$ cat src/rtl/ay_bus_master.sv
// AY-8910 style bus initiator: turns a req/ready handshake into timed
// latch / write / read bus cycles with programmable setup, strobe and hold.
module ay_bus_master #(
  parameter int unsigned SETUP_CYC  = 2,
  parameter int unsigned STROBE_CYC = 4,
  parameter int unsigned HOLD_CYC   = 2
) (
  input  logic       fclk,
  input  logic       rst,
  input  logic       req,
  input  logic [1:0] op,
  input  logic [7:0] wdata,
  output logic       ready,
  output logic       done,
  output logic [7:0] rdata,
  output logic       bdir,
  output logic       bc1,
  output logic       bc2,
  output logic       a8,
  output logic       a9_n,
  output logic [7:0] ayd_out,
  output logic       ayd_oe,
  input  logic [7:0] ayd_in
);

  typedef enum logic [1:0] {S_IDLE, S_SETUP, S_STROBE, S_HOLD} state_t;

  localparam logic [1:0] OP_LATCH = 2'b00;
  localparam logic [1:0] OP_WRITE = 2'b01;
  localparam logic [1:0] OP_READ  = 2'b10;
  localparam logic [1:0] OP_RSVD  = 2'b11;

  localparam logic [3:0] LD_SETUP  = 4'(SETUP_CYC - 1);
  localparam logic [3:0] LD_STROBE = 4'(STROBE_CYC - 1);
  localparam logic [3:0] LD_HOLD   = 4'(HOLD_CYC - 1);

  state_t     r_state, w_nxt_state;
  logic [3:0] r_cnt, w_nxt_cnt;
  logic [1:0] r_op, w_nxt_op;
  logic       w_nxt_done;

  logic       r_ready, r_done, r_bdir, r_bc1, r_oe;
  logic [7:0] r_rdata, r_dout;

  logic       w_accept, w_cnt_zero, w_sample;
  logic       w_nxt_strobe, w_nxt_drive;

  // r_ready mirrors "state is IDLE", so it doubles as the accept qualifier.
  assign w_accept   = req && r_ready && (op != OP_RSVD);
  assign w_cnt_zero = (r_cnt == 4'd0);
  assign w_sample   = (r_state == S_STROBE) && w_cnt_zero && (r_op == OP_READ);

  always_ff @(posedge fclk) begin
    if (rst) begin
      r_state <= S_IDLE;
      r_cnt   <= 4'd0;
      r_op    <= OP_LATCH;
    end else begin
      r_state <= w_nxt_state;
      r_cnt   <= w_nxt_cnt;
      r_op    <= w_nxt_op;
    end
  end

  always_comb begin
    w_nxt_state = r_state;
    w_nxt_cnt   = r_cnt;
    w_nxt_op    = r_op;
    w_nxt_done  = 1'b0;
    case (r_state)
      S_IDLE: begin
        if (w_accept) begin
          w_nxt_state = S_SETUP;
          w_nxt_cnt   = LD_SETUP;
          w_nxt_op    = op;
        end
      end
      S_SETUP: begin
        if (w_cnt_zero) begin
          w_nxt_state = S_STROBE;
          w_nxt_cnt   = LD_STROBE;
        end else begin
          w_nxt_cnt = r_cnt - 4'd1;
        end
      end
      S_STROBE: begin
        if (w_cnt_zero) begin
          w_nxt_state = S_HOLD;
          w_nxt_cnt   = LD_HOLD;
        end else begin
          w_nxt_cnt = r_cnt - 4'd1;
        end
      end
      S_HOLD: begin
        if (w_cnt_zero) begin
          w_nxt_state = S_IDLE;
          w_nxt_done  = 1'b1;
        end else begin
          w_nxt_cnt = r_cnt - 4'd1;
        end
      end
      default: w_nxt_state = S_IDLE;
    endcase
  end

  // Outputs are registered from the next state so they line up with the
  // phase the FSM enters, not the one it leaves.
  assign w_nxt_strobe = (w_nxt_state == S_STROBE);
  assign w_nxt_drive  = (w_nxt_state != S_IDLE) && (w_nxt_op != OP_READ);

  always_ff @(posedge fclk) begin
    if (rst) begin
      r_ready <= 1'b1;
      r_done  <= 1'b0;
      r_bdir  <= 1'b0;
      r_bc1   <= 1'b0;
      r_oe    <= 1'b0;
      r_dout  <= 8'h00;
      r_rdata <= 8'h00;
    end else begin
      r_ready <= (w_nxt_state == S_IDLE);
      r_done  <= w_nxt_done;
      // op 00 -> 11, op 01 -> 10, op 10 -> 01
      r_bdir  <= w_nxt_strobe && (w_nxt_op != OP_READ);
      r_bc1   <= w_nxt_strobe && (w_nxt_op != OP_WRITE);
      r_oe    <= w_nxt_drive;
      if (w_accept && (op != OP_READ)) r_dout <= wdata;
      if (w_sample) r_rdata <= ayd_in;
    end
  end

  assign ready   = r_ready;
  assign done    = r_done;
  assign rdata   = r_rdata;
  assign bdir    = r_bdir;
  assign bc1     = r_bc1;
  assign ayd_oe  = r_oe;
  assign ayd_out = r_dout;
  assign bc2     = 1'b1;
  assign a8      = 1'b1;
  assign a9_n    = 1'b0;

endmodule

$ cat config.mk
export PLATFORM = sky130hd
export DESIGN_NAME = ay_bus_master
export DESIGN_NICKNAME = d
export VERILOG_FILES = /design/src/rtl/ay_bus_master.sv
export SDC_FILE = /design/constraint.sdc
export NUM_CORES = 1
export LEC_CHECK = 0
export CELL_PAD_IN_SITES_DETAIL_PLACEMENT = 1
export CELL_PAD_IN_SITES_GLOBAL_PLACEMENT = 1
export CORE_MARGIN = 2
export CORE_UTILIZATION = 40
export CTS_CLUSTER_DIAMETER = 80
export DETAILED_ROUTE_END_ITERATION = 6
export DONT_BUFFER_PORTS = 1
export PLACE_DENSITY_LB_ADDON = 0.15
export SLEW_MARGIN = 10
export SYNTH_ARGS = -nofsm -noshare
export SYNTH_HDL_FRONTEND = slang
export SYNTH_SLANG_ARGS = --single-unit
export TNS_END_PERCENT = 30
$ cat constraint.sdc
create_clock -name fclk -period 4.7 [get_ports fclk]
set_input_delay 0.94 -clock fclk [delete_from_list [all_inputs] [get_ports fclk]]
set_output_delay 0.94 -clock fclk [all_outputs]
set_load 0.005 [all_outputs]
==> results by group, run 1 <==
Power
  – P per Cell Area: 577 mW/mm^2
  – Internal: 455 uW
  – Comb power frac: ~34%
  – P_sw: around 260 uW
  – Clock power frac: 19.4%
  – Sw frac: 36.2%
  – Sequential share of power: 47.1%
  – Pwr Total: roughly 700 uW
  – Worst vdd ir: 0.236 mV
  – Pleak: 0.000532 uW

Yosys
  – Synth Register Bits: 29
  – Yosys top cell by area: dfxtp_1
  – Cells after Synth: 135
  – Synth top area share: 48.4%
  – Simple-gate share of the synthesized area: about 25%
  – Warnings, synthesis: 0
  – Post-synthesis sequential area ratio: 48.4%
  – XOR/XNOR share of the synthesized area: 0.730%
  – Main combinational cell family by area after synthesis: simple AND/OR/NAND/NOR gates
  – Post-Synth Adder-Cell Area: 1.04%
  – Unique masters post-synth: 36
  – Synthesized area per cell: 8.89 sq um
  – Synth Cell Area: 0.00120 sq mm
  – Compound-cell area share of the yosys netlist: 11.7%
  – Top cells by area, synth: dfxtp_1, mux2i_1, nand2_1
  – Post-synthesis mux area share: 6.67%

Clock tree
  – Htree depth: 2
  – Hold buffers post-CTS: 0
  – Clock latency at the later pin of the worst-skew pair: 0.32 ns
  – CTS tree: yes
  – Postcts setup bufs: 0
  – Clock Root Buffer: clkbuf_4
  – Sink Count: 29
  – Post-CTS resize count: 0
  – Inserted Clock Buffers: 5
  – CTS max path bufs: 2
  – Clock-pin slew on the worst setup and hold paths: approximately 0.090 ns

Critical path
  – Crit path launch type: flip-flop
  – Element type at the critical path end: flip-flop
  – Reg2Reg Capture Point: rdata[5]
  – Worst R2R Start: r_cnt[0]
  – CP max FO: 8
  – CP arrival: 2.17 ns
  – Worst EP required: just under 5 ns
  – Reg2reg path depth: 6
  – R2R setup slack: 2.75 ns
  – Critical setup path kind: flip-flop to flip-flop

STA
  – RSZ-0062 raised after global routing: no
  – Final hold violation count: 0
  – Max_slew headroom: 57.2%
  – Final min period: 1.95 ns
  – Clk_skew: 0.00568 ns
  – Worst-Margin Slew: 0.640 ns
  – TNS Setup: 0 ns
  – FMAX: 513 MHz
  – Final setup viols: 0
  – Max Slew Vio Count: 0
  – Fin crit share: 41.5%

Floorplanning
  – Die width: around 59 microns
  – Initial Util: between 40% and 50%
  – I/O pin total: between 40 and 50
  – Die height: 58.8 microns
  – Total core area: 0.00281 sq mm
  – Die Area: 0.00345 sq mm
  – Row count: 19

Layout
  – Inserted Diodes: 0
  – Most frequent cells in the layout: dfxtp_1, nand2_1, nor2_1
  – Share of cells above drive strength 1: 10.3%
  – Fillcell total: 355
  – Commonest non-fill, non-tap cell in the layout: dfxtp_1
  – Final nets: 157
  – Area grow syn2layout: 2.92%

Route
  – Post-route DRC: 7
  – Drt first pass iters: 6
  – Final ANT Viol Nets: 0
  – Per-cell routed wire length: 14.5 microns
  – Final wirelength: 2420 microns
  – DRT iter0 DRCs: 32
  – Vias per inst: 5.44
  – Vias: between 900 and 1,000

Placement
  – Port Buffers: 0
  – Final GP Congestion: approximately 0.84
  – Dpl hpwl: 1830 microns

Global route
  – First-pass GRT wire length: roughly 3900 microns
  – GRT Total Usage: 15.5%
  – Initial antenna violation count: 0
  – Largest net degree at the start of global routing: 27
  – Number of global-route vias before repair: 870
  – Total grt overflow: 0

Flow run
  – Maxcap violations: 0

Hold path
  – WHS Path Cells: 2
  – Hold path startpoint: ayd_out[5]
  – WHS Endpoint: ayd_out[5]
  – Min-delay worst type: flip-flop to flip-flop

Status
  – Failing checks: design-rule violations
  – Status: complete, but fails checks
## synthesized netlist by cell type (all sizes together)
master   n
dfxtp   29
nand2   19
nor2    17
a21oi   13
mux2i    8
buf      6
nor3     5
inv      4
or4      4
a211oi   2
and2     2
clkbuf   2
conb     2
nor3b    2
o21ai    2
or2      2
or3      2
and3     1
ha       1
nand2b   1
nand3    1
nand3b   1
o21a     1
o21ba    1
o21bai   1
o31a     1
o31ai    1
o32ai    1
or3b     1
or4bb    1
xor2     1
## registers in the layout, indices dropped and copies added, names as in the netlist
signal and flops:
ayd_oe 1, bdir 1, r_state 2, rdata 8, r_cnt 4, bc1 1, ready 1, done 1
r_op 2, ayd_out 8
## metal layers
metal  part of all wire [%]  global-route usage (%)  vias to the layer above
li1                       -                       -                      453
met1                     42                    17.8                      416
met2                     47                    25.2                       36
met3                     10                    5.27                        4
met4                    1.2                    8.77                        0
met5                      0                       0                        -
## worst max path at each step
| stage | startpoint | endpoint | slack, ns | cells past startpoint |
|---|---|---|---|---|
| floorplan | op[0] | r_cnt[3] | 2.54 | 4 |
| global placement | op[0] | r_cnt[3] | 2.51 | 4 |
| detailed placement | op[0] | r_cnt[3] | 2.47 | 4 |
| CTS | r_cnt[0] | rdata[5] | 2.74 | 6 |
| global route | r_cnt[0] | rdata[1] | 2.61 | 6 |
| finish | r_cnt[0] | rdata[5] | 2.75 | 6 |
## worst max-delay path, cell delays in order (launching register included)
cell     delay [ns]
dfxtp_1        0.32
inv_1          0.10
ha_1           0.20
or3b_4         0.41
or4_4          0.58
mux2i_1        0.19
nor2_1         0.05
## cell families (layout without fill, tap and decap cells)
kind of cell | Yosys count | in the layout
AO/OA/AOI/OAI | 23 | 23
XOR/XNOR | 1 | 1
adder cells (fa/ha/maj) | 1 | 1
buffers and inverters | 12 | 12
flip-flops | 29 | 29
multiplexers | 8 | 8
other | 2 | 3
AND/OR/NAND/NOR | 59 | 59
## final cells by class
class | count | area [sq um] | area share, %
clock inverter | 2 | 10.0 | 0.811
clock buffer | 6 | 41.3 | 3.34
inverter | 4 | 15.0 | 1.22
multi-input combinational | 95 | 549 | 44.5
tap | 31 | 38.8 | 3.14
sequential | 29 | 581 | 47.0
## metrics by stage
stage                     area, sq um  hold WS (ns)  setup slack, ns  utilization [%]  std cells
final                            1230         0.473             2.75             44.0        167
after global routing             1230         0.491             2.61             44.0        167
after CTS                        1230         0.474             2.74             44.0        167
after detailed placement         1180         0.461             2.47             42.2        159
after global placement           1180         0.457             2.51             42.2        159
after floorplan                  1200         0.453             2.54                -        136
## power by group through the flow
stage	clock network [uW]	registers [uW]	logic (uW)
3_3_place_gp	0	341	231
6_report	138	336	239
5_1_grt	160	344	270
3_5_place_dp	0	343	238
4_1_cts	145	336	241
2_1_floorplan	0	324	212
No activity file was read; power rests on OpenSTA's default activity.
==> inputs of run 2 (changes only) <==
--- a/config.mk
+++ b/config.mk
@@ -8,7 +8,7 @@
 export CELL_PAD_IN_SITES_DETAIL_PLACEMENT = 1
 export CELL_PAD_IN_SITES_GLOBAL_PLACEMENT = 1
 export CORE_MARGIN = 2
-export CORE_UTILIZATION = 40
+export CORE_UTILIZATION = 39
 export CTS_CLUSTER_DIAMETER = 80
 export DETAILED_ROUTE_END_ITERATION = 6
 export DONT_BUFFER_PORTS = 1
==> constraint.sdc (replaced) <==
create_clock -name fclk -period 1.7 [get_ports fclk]
set_input_delay 0.34 -clock fclk [delete_from_list [all_inputs] [get_ports fclk]]
set_output_delay 0.34 -clock fclk [all_outputs]
set_load 0.005 [all_outputs]
==> run 2 against run 1 <==
  * The run ends with negative setup slack left
  * Setup slack lost 2.9 ns
  * Non-clock buffer count grew 13
  * Cell area grew 14%
  * Clock power grew to 4.3 times the previous value
  * Critical path type unchanged
  * Critical endpoint is now rdata[7]
  * Largest cell class unchanged
==> results by group, run 2 (synthesized netlist as in run 1, its figures left out) <==
Layout
  – Most frequent cells in the layout: dfxtp_1, nand2_1, nor2_1
  – Commonest non-fill, non-tap cell in the layout: dfxtp_1
  – Area grow syn2layout: 17.1%
  – Fillcell total: about 370
  – Inserted Diodes: 0
  – Final nets: between 150 and 200
  – Final core utilization: 47.2%
  – Share of cells above drive strength 1: 24.8%

Route
  – Final wirelength: 2780 microns
  – Metal-1 WL: 1120 microns
  – DRT iter0 DRCs: 16
  – Vias per inst: 5.36
  – Per-cell routed wire length: 15.3 microns
  – Final ANT Viol Nets: 0
  – Top Metal Used: met4
  – Met3 wire length: roughly 170 microns
  – Drt first pass iters: 4
  – Post-route DRC: 0
  – Vias: approximately 1,000
  – Metal2 WL: 1430 microns

Critical path
  – CP Cell Sequence: inv_2 -> ha_4 -> or3b_4 -> or4_4 -> mux2i_1 -> nor2_1
  – CP arrival: 2.06 ns
  – Worst EP required: 1.92 ns
  – Worst Path Buf+Inv: 1
  – Crit path max-delay family: simple AND/OR/NAND/NOR gates
  – Crit path launch type: flip-flop
  – Critical setup path kind: flip-flop to flip-flop
  – Element type at the critical path end: flip-flop
  – Worst R2R Start: r_cnt[0]
  – Slowest CP cell: or4_4
  – Max stage delay on crit path: 0.58 ns
  – CP startpoint: r_cnt[0]
  – CP max FO: 8

Floorplanning
  – Die width: a little under 60 microns
  – Row count: 20
  – Die Area: 0.00354 sq mm
  – Die height: 59.5 microns
  – I/O pin total: 45
  – Total core area: 0.00298 sq mm
  – Initial Util: 40.3%

STA
  – Final min period: between 1.5 and 2 ns
  – Final setup viols: 8
  – Fin crit share: 108%
  – RSZ-0062 raised after global routing: yes
  – Max Slew Vio Count: 0
  – Max_slew headroom: 62.0%
  – Worst-Margin Slew: 0.568 ns
  – FMAX: 546 MHz
  – Clk_skew: around 0.0064 ns
  – Setup slack after layout: -0.132 ns
  – Final hold violation count: 0

Clock tree
  – Sink Count: 29
  – CTS max path bufs: 2
  – Clock-pin slew on the worst setup and hold paths: 0.09 ns
  – Clock Root Buffer: clkbuf_4
  – Htree depth: 2
  – Inserted Clock Buffers: 5
  – Clock latency at the later pin of the worst-skew pair: 0.33 ns
  – CTS tree: yes

Global route
  – First-pass GRT wire length: 4520 microns
  – GRT Total Usage: 17.7%
  – Largest net degree at the start of global routing: 27
  – Initial antenna violation count: 0
  – Total grt overflow: 0
  – Number of global-route vias before repair: 953

Placement
  – Port Buffers: 0
  – Dpl hpwl: 2060 microns
  – Setup WS pre-CTS: -0.139 ns
  – Final GP Congestion: 0.792

Flow run
  – Maxcap violations: 0

Power
  – Worst vdd ir: 0.593 mV
  – P per Cell Area: 1810 mW/mm^2
  – Pleak: 0.000612 uW

Hold path
  – Min-delay worst type: input pin to flip-flop
  – Hold path startpoint: rst

Status
  – Status: complete, but fails checks
  – Failing checks: negative setup slack
[run 2: cell types whose count changed in the layout (fill, tap and decap cells not counted), sizes merged]
cell,delta
clkbuf,+1
clkinv,-2
bufinv,+1
buf,+13
[run 2: power breakdown]
group	internal, uW	total [uW]	switching (uW)
clock network	351	591	241
registers	815	930	115
logic	522	1020	493
[run 2: worst paths after layout]
check	to	slack (ns)	cells after the start
max reg2reg	rdata[7]	-0.13	6
max	rdata[7]	-0.13	6
min	r_cnt[0]	0.06	1
min reg2reg	ayd_out[6]	0.47	2
[run 2: cell type report]
| class | instances | area, sq um | share of cell area (%) |
|---|---|---|---|
| flip-flops and latches | 29 | 583 | 41.5 |
| multi-input cells | 95 | 583 | 41.5 |
| repair buffers | 13 | 97.6 | 6.95 |
| clock buffers | 7 | 55.1 | 3.92 |
| well taps | 33 | 41.3 | 2.94 |
| clock inverters | 1 | 30.0 | 2.14 |
| inverters | 4 | 15.0 | 1.07 |
[run 2: worst register-to-register path, cell delays in order (launching register included)]
cell	delay (ns)
dfxtp_2	0.34
inv_2	0.07
ha_4	0.13
or3b_4	0.37
or4_4	0.58
mux2i_1	0.19
nor2_1	0.06
[run 2: repair_timing]
| action | CTS | global route |
|---|---|---|
| hold buffers | 0 | 0 |
| pin swaps | 2 | 0 |
| gates resized for setup | 4 | 4 |
| endpoints found under the setup margin | 10 | 15 |
| gates cloned | 0 | 0 |
| buffers inserted | 2 | 0 |
| hold endpoints to repair | 0 | 0 |
[run 2: per-layer routing]
metal	GRT usage [%]	vias up
met3	7.21	5
met2	29.0	30
met5	0	-
li1	-	481
met1	19.5	460
met4	9.09	0
[run 2: metrics by stage]
stage | hold slack (ns) | setup TNS, ns | instance area, sq um | cells | total power [uW]
6_report | 0.0563 | -0.926 | 1410 | 182 | 2540
5_1_grt | 0.0376 | -1.48 | 1410 | 182 | 2730
4_1_cts | 0.0549 | -1.04 | 1390 | 182 | 2500
3_5_place_dp | 0.415 | -0.982 | 1280 | 172 | 1840
3_3_place_gp | 0.413 | -0.678 | 1280 | 172 | 1800
2_1_floorplan | 0.453 | -0.684 | 1220 | 136 | 1510
